<file path="config.mk">
export PLATFORM = sky130hd
export DESIGN_NAME = memory_arbiter_flat
export DESIGN_NICKNAME = d
export VERILOG_FILES = /design/src/rtl/cpu_types_pkg.sv /design/src/rtl/memory_arbiter_if.sv /design/src/rtl/memory_arbiter.sv /design/src/flat_wrapper.sv
export SDC_FILE = /design/constraint.sdc
export NUM_CORES = 1
export LEC_CHECK = 0
export ABC_AREA = 0
export CORE_AREA = 2 2 104 106
export CTS_CLUSTER_DIAMETER = 150
export DETAILED_ROUTE_END_ITERATION = 12
export DIE_AREA = 0 0 106 108
export GPL_TIMING_DRIVEN = 0
export MAX_ROUTING_LAYER = met4
export PLACE_DENSITY = 0.64
export SETUP_SLACK_MARGIN = 0.3
export SLEW_MARGIN = 40
export SYNTH_ARGS = -nofsm -noshare
export SYNTH_HDL_FRONTEND = slang
export SYNTH_SLANG_ARGS = --single-unit
</file>
<file path="constraint.sdc">
create_clock -name CLK -period 1.8 [get_ports CLK]
set_input_delay 0.27 -clock CLK [delete_from_list [all_inputs] [get_ports CLK]]
set_output_delay 0.27 -clock CLK [all_outputs]
set_load 0.03 [all_outputs]
</file>
<file path="src/rtl/cpu_types_pkg.sv">
// Shared CPU types: machine word, RAM handshake state and the memory arbiter FSM state.
package cpu_types_pkg;

    typedef logic [31:0] word_t;

    typedef enum logic [1:0] {
        FREE   = 2'd0,
        BUSY   = 2'd1,
        ACCESS = 2'd2,
        ERROR  = 2'd3
    } ramstate_t;

    typedef enum logic [1:0] {
        IDLE = 2'd0,
        IGNT = 2'd1,
        DGNT = 2'd2
    } arbstate_t;

endpackage

</file>
<file path="src/rtl/memory_arbiter_if.sv">
// Bundle of the fetch port, data port and RAM-side signals around memory_arbiter.
interface memory_arbiter_if;
    import cpu_types_pkg::*;

    logic      iREN;
    word_t     iaddr;
    logic      iwait;
    word_t     iload;
    logic      dREN;
    logic      dWEN;
    word_t     daddr;
    word_t     dstore;
    logic      dwait;
    word_t     dload;
    logic      ramREN;
    logic      ramWEN;
    word_t     ramaddr;
    word_t     ramstore;
    word_t     ramload;
    ramstate_t ramstate;
    logic      mem_err;

    modport ma (
        input  iREN, iaddr, dREN, dWEN, daddr, dstore, ramload, ramstate,
        output iwait, iload, dwait, dload, ramREN, ramWEN, ramaddr, ramstore, mem_err
    );

    modport tb (
        output iREN, iaddr, dREN, dWEN, daddr, dstore, ramload, ramstate,
        input  iwait, iload, dwait, dload, ramREN, ramWEN, ramaddr, ramstore, mem_err
    );

endinterface

</file>
<file path="src/rtl/memory_arbiter.sv">
// Three-process FSM sharing the single-ported RAM between instruction fetch and data access.
// Build macro MEM_ARB_RR_EN: alternate the winner of simultaneous requests (default: data wins).
module memory_arbiter
    import cpu_types_pkg::*;
(
    input  logic         CLK,
    input  logic         nRST,
    memory_arbiter_if.ma mif
);

    arbstate_t state_q;
    arbstate_t state_d;
    logic      dreq_s;
    logic      ram_access_s;
    logic      i_done_s;
    logic      d_done_s;
    logic      d_first_s;

    assign dreq_s       = mif.dREN | mif.dWEN;
    assign ram_access_s = (mif.ramstate == ACCESS);
    // A completion needs the request still live; a dropped request never gets a wait-low.
    assign i_done_s     = (state_q == IGNT) & mif.iREN & ram_access_s;
    assign d_done_s     = (state_q == DGNT) & dreq_s & ram_access_s;

`ifdef MEM_ARB_RR_EN
    logic last_d_q;
    logic last_d_d;

    // Remember which port completed most recently.
    always_comb begin
        last_d_d = last_d_q;
        if (d_done_s) begin
            last_d_d = 1'b1;
        end else if (i_done_s) begin
            last_d_d = 1'b0;
        end else begin
            last_d_d = last_d_q;
        end
    end

    // Round-robin history register.
    always_ff @(posedge CLK or negedge nRST) begin
        if (!nRST) begin
            last_d_q <= 1'b0;
        end else begin
            last_d_q <= last_d_d;
        end
    end

    assign d_first_s = ~last_d_q;
`else
    assign d_first_s = 1'b1;
`endif

    // FSM state register.
    always_ff @(posedge CLK or negedge nRST) begin
        if (!nRST) begin
            state_q <= IDLE;
        end else begin
            state_q <= state_d;
        end
    end

    // Next-state logic; the port just served is left out of the hand-over decision.
    always_comb begin
        state_d = state_q;
        case (state_q)
            IDLE: begin
                if (dreq_s && mif.iREN) begin
                    state_d = d_first_s ? DGNT : IGNT;
                end else if (dreq_s) begin
                    state_d = DGNT;
                end else if (mif.iREN) begin
                    state_d = IGNT;
                end else begin
                    state_d = IDLE;
                end
            end
            IGNT: begin
                if (!mif.iREN) begin
                    state_d = IDLE;
                end else if (ram_access_s) begin
                    state_d = dreq_s ? DGNT : IDLE;
                end else begin
                    state_d = IGNT;
                end
            end
            DGNT: begin
                if (!dreq_s) begin
                    state_d = IDLE;
                end else if (ram_access_s) begin
                    state_d = mif.iREN ? IGNT : IDLE;
                end else begin
                    state_d = DGNT;
                end
            end
            default: begin
                state_d = IDLE;
            end
        endcase
    end

    // Output mux: RAM enables follow the live request of the granted port only.
    always_comb begin
        mif.iwait    = 1'b1;
        mif.iload    = 32'h0000_0000;
        mif.dwait    = 1'b1;
        mif.dload    = 32'h0000_0000;
        mif.ramREN   = 1'b0;
        mif.ramWEN   = 1'b0;
        mif.ramaddr  = 32'h0000_0000;
        mif.ramstore = 32'h0000_0000;
        mif.mem_err  = 1'b0;
        case (state_q)
            IDLE: begin
                mif.ramREN = 1'b0;
            end
            IGNT: begin
                mif.ramREN  = mif.iREN;
                mif.ramaddr = mif.iaddr;
                mif.mem_err = (mif.ramstate == ERROR);
                if (i_done_s) begin
                    mif.iwait = 1'b0;
                    mif.iload = mif.ramload;
                end else begin
                    mif.iwait = 1'b1;
                    mif.iload = 32'h0000_0000;
                end
            end
            DGNT: begin
                mif.ramREN   = mif.dREN;
                mif.ramWEN   = mif.dWEN;
                mif.ramaddr  = mif.daddr;
                mif.ramstore = mif.dstore;
                mif.mem_err  = (mif.ramstate == ERROR);
                if (d_done_s) begin
                    mif.dwait = 1'b0;
                    mif.dload = mif.ramload;
                end else begin
                    mif.dwait = 1'b1;
                    mif.dload = 32'h0000_0000;
                end
            end
            default: begin
                mif.ramREN = 1'b0;
            end
        endcase
    end

endmodule

</file>
<file path="src/flat_wrapper.sv">
// flat-port wrapper written by rule: the top's interface ports become plain ports
module memory_arbiter_flat import cpu_types_pkg::*;
  (CLK, nRST, mif_iREN, mif_iaddr, mif_dREN, mif_dWEN, mif_daddr, mif_dstore, mif_ramload, mif_ramstate, mif_iwait, mif_iload, mif_dwait, mif_dload, mif_ramREN, mif_ramWEN, mif_ramaddr, mif_ramstore, mif_mem_err);
  memory_arbiter_if mif_i ();
  input  logic CLK;
  input  logic nRST;
  input wire logic [$bits(mif_i.iREN)-1:0] mif_iREN;
  input wire logic [$bits(mif_i.iaddr)-1:0] mif_iaddr;
  input wire logic [$bits(mif_i.dREN)-1:0] mif_dREN;
  input wire logic [$bits(mif_i.dWEN)-1:0] mif_dWEN;
  input wire logic [$bits(mif_i.daddr)-1:0] mif_daddr;
  input wire logic [$bits(mif_i.dstore)-1:0] mif_dstore;
  input wire logic [$bits(mif_i.ramload)-1:0] mif_ramload;
  input wire logic [$bits(mif_i.ramstate)-1:0] mif_ramstate;
  output wire logic [$bits(mif_i.iwait)-1:0] mif_iwait;
  output wire logic [$bits(mif_i.iload)-1:0] mif_iload;
  output wire logic [$bits(mif_i.dwait)-1:0] mif_dwait;
  output wire logic [$bits(mif_i.dload)-1:0] mif_dload;
  output wire logic [$bits(mif_i.ramREN)-1:0] mif_ramREN;
  output wire logic [$bits(mif_i.ramWEN)-1:0] mif_ramWEN;
  output wire logic [$bits(mif_i.ramaddr)-1:0] mif_ramaddr;
  output wire logic [$bits(mif_i.ramstore)-1:0] mif_ramstore;
  output wire logic [$bits(mif_i.mem_err)-1:0] mif_mem_err;
  assign mif_i.iREN = mif_iREN;
  assign mif_i.iaddr = mif_iaddr;
  assign mif_i.dREN = mif_dREN;
  assign mif_i.dWEN = mif_dWEN;
  assign mif_i.daddr = mif_daddr;
  assign mif_i.dstore = mif_dstore;
  assign mif_i.ramload = mif_ramload;
  assign mif_i.ramstate = mif_ramstate;
  assign mif_iwait = mif_i.iwait;
  assign mif_iload = mif_i.iload;
  assign mif_dwait = mif_i.dwait;
  assign mif_dload = mif_i.dload;
  assign mif_ramREN = mif_i.ramREN;
  assign mif_ramWEN = mif_i.ramWEN;
  assign mif_ramaddr = mif_i.ramaddr;
  assign mif_ramstore = mif_i.ramstore;
  assign mif_mem_err = mif_i.mem_err;
  memory_arbiter u_core (.CLK(CLK), .nRST(nRST), .mif(mif_i));
endmodule
</file>
==> impl_metrics.yaml <==
sta:
  fin_ws_ns: -0.205
  period_share: 1.11
  rsz0062_at_grt: "yes"
  setup_violations: 127
  slew_headroom: 0.717
  finClkSkew_ns: 0.00172
  clock.fmax_ghz: 0.499
  maxSlewViolCount: 0
  fin_tns_setup_ns: -17.90
  worst_pin_slew_ns: 0.423
  period_needed_ns: 2.00
  hold_viol_final: 0
synth:
  synth-seq-area-share: 0.0375
  synth_mux_area_frac: 0
  synth_area_um2: 1330
  yosysWarnings: 0
  ys_ff_latch: 2
  synth-simple-area-share: 0.647
  synth.area.top_cells: "and2_1, a22oi_1, nor2b_1, dfrtp_1, ha_1"
  synth_top_family_by_area: "simple AND/OR/NAND/NOR gates"
  synth_cells: 204
  synth_area_per_cell_um2: 6.54
  syn_nets: 343
  synth_fa_ha_area_frac: 0.0375
  synth_xor_area_frac: 0
  synth_cell_type_count: 19
  synth_compound_area_frac: 0.205
  synth_top_cell_area_share: 0.455
  synth.largest_area_cell: "and2_1"
place:
  io_buffers: 267
  dpl.hpwl_um: 7740
  place_inst: 607
  place_congestion: 0.790
  pre_cts_ws_ns: -0.824
worst_setup_path:
  arrival_ns: 1.73
  reg2regPathDepth: 9
  reg2reg_from: "u_core.state_q[1]$_DFF_PN0_"
  worstPathMaxFanout: 5
  crit_path_cell_trace: "clkdlybuf4s50_1, nor2_1, nor3b_4, buf_6, buf_6, and2_4, buf_6"
  cp_common_cell: "buf_6"
  timing.rr.end: "u_core.state_q[1]$_DFF_PN0_"
  crit_path_start_kind: "primary input"
  crit_buf_inv: 4
  r2r_slack_ns: 0.24
  path_delay_family: "buffers and inverters"
  worstSetupEndpointType: "primary output"
  crit_required_ns: 1.53
  crit_type: "primary input to primary output"
  cp_slowest_cell: "clkdlybuf4s50_1"
  crit_path_max_incr_delay_ns: 0.43
clocking:
  cts_buffer_depth: 2
  cts_buffers: 3
  htreeDepth: 1
  worst_skew_pair.late_latency_ns: 0.22
  cts_root_buf: "clkbuf_8"
  cts.sinks: 2
  hold_buffers: 0
  cts_tree: "done"
  cts.reportedPaths.clkPinSlew_ns: 0.03
global_route:
  antenna_found_initial: 0
  grt_pass1_wl_um: 14000
  grt_pass1_vias: 2683
  gr-total-overflow: 0
  grt_max_degree: 11
  grt_usage: 0.157
status:
  violations: "setup timing"
  status: "finished with violations"
power_and_ir_drop:
  p_leak_nw: 2.42
  vdd_drop_max_mv: 0.524
  finalPower_mw: 5.52
  p_per_area_nw_per_um2: 997
worst_hold_path:
  hold_path.class: "primary input to async pin"
layout:
  final_common_cell: "buf_6"
  drive_gt1_frac: 0.710
  fin_cells: 639
  syn2layout_area_growth_pct: 315
  insertedDiodeCount: 0
  layout.nets: 644
  largest_reg_flops: 2
  largest-register: "u_core.state_q"
  final_cell_mix: "buf_6, clkdlybuf4s50_1, and2_4"
  top_regs: "u_core.state_q: 2 flops"
routing:
  drt_iter0_drc: 62
  drt_wl_total_um: 9940
  drc: 0
  wire_per_inst_um: 15.6
  vias: 2619
  drtPass1Iterations: 4
  ant_nets: 0
  viasPerCell: 4.10
die:
  ioPinCount: 268
  dieArea_um2: 11400
  die-width_um: 106
  core_area_um2: 10200
  fp.dieH_um: 108
  initial_core_util: 0.130
  rows: 37
run:
  drv_cap: 0
Yosys cell counts:
cell / instances
inv_1: 4
nor2_1: 1
buf_2: 6
a21oi_1: 2
nand2b_4: 1
and3_1: 1
nor2b_1: 32
nand2_1: 2
buf_1: 2
nor2_2: 1
and2_1: 97
ha_1: 4
a211oi_1: 1
nand2b_1: 1
a21boi_0: 1
clkbuf_1: 12
nor3b_2: 1
a22oi_1: 33
dfrtp_1: 2
what timing repair did:
item / in CTS / in global routing
pin swaps: 14 / 46
setup endpoints to repair: 135 / 134
gates resized for setup: 879 / 217
hold endpoints to repair: 0 / 0
buffers inserted: 4 / 16
gates cloned: 4 / 5
cell type report:
class,instances,area [um2]
multi-input combinational,179,1830
inverter,4,15.0
tap,136,170
buffer,20,284
fill,918,4690
sequential,2,50.0
timing repair buffer,295,3140
clock buffer,3,41.3
per-stage QoR:
step / cell area, um2 / util / hold slack, ns
final: 5540 / 0.541 / 0.222
after global routing: 5540 / 0.541 / 0.236
after CTS: 4950 / 0.484 / 0.219
after detailed placement: 4620 / 0.451 / 0.447
after global placement: 4620 / 0.451 / 0.445
after floorplan: 1770 / - / -0.0256
worst max-delay path by stage:
| stage | slack (ns) | cells past startpoint | start | to |
|---|---|---|---|---|
| after detailed placement | -0.82 | 6 | mif_ramstate[1] | mif_dload[7] |
| after CTS | -0.24 | 8 | u_core.state_q[1]$_DFF_PN0_ | mif_iload[2] |
| after floorplan | 0.20 | 5 | u_core.state_q[0]$_DFF_PN0_ | mif_ramaddr[22] |
| after global routing | -0.28 | 7 | u_core.state_q[0]$_DFF_PN0_ | mif_dload[26] |
| final | -0.20 | 7 | mif_dWEN | mif_dload[26] |
| after global placement | -0.82 | 6 | mif_ramstate[1] | mif_dload[26] |
power by group:
part	internal, mW	switching (mW)
clock network	0.142	0.0423
registers	0.0611	0.0169
logic	2.77	2.48
total	2.98	2.54
kinds of logic after synthesis:
family                     Yosys count
buffers and inverters               24
adders and majority gates            4
and+or+nand+nor                    137
DFF                                  2
AOI/OAI and AO/OA                   37
metal layers:
metal  share of wire  vias up  GRT usage  routed length (um)
met5               0        -          -                   0
met4           0.014        0     0.0404                 137
met3           0.069       13     0.0277                 686
met2            0.58      142      0.313                5730
met1            0.34     1194      0.158                3390
li1                -     1270          -                   -
Power figures use the tool's default switching activity.
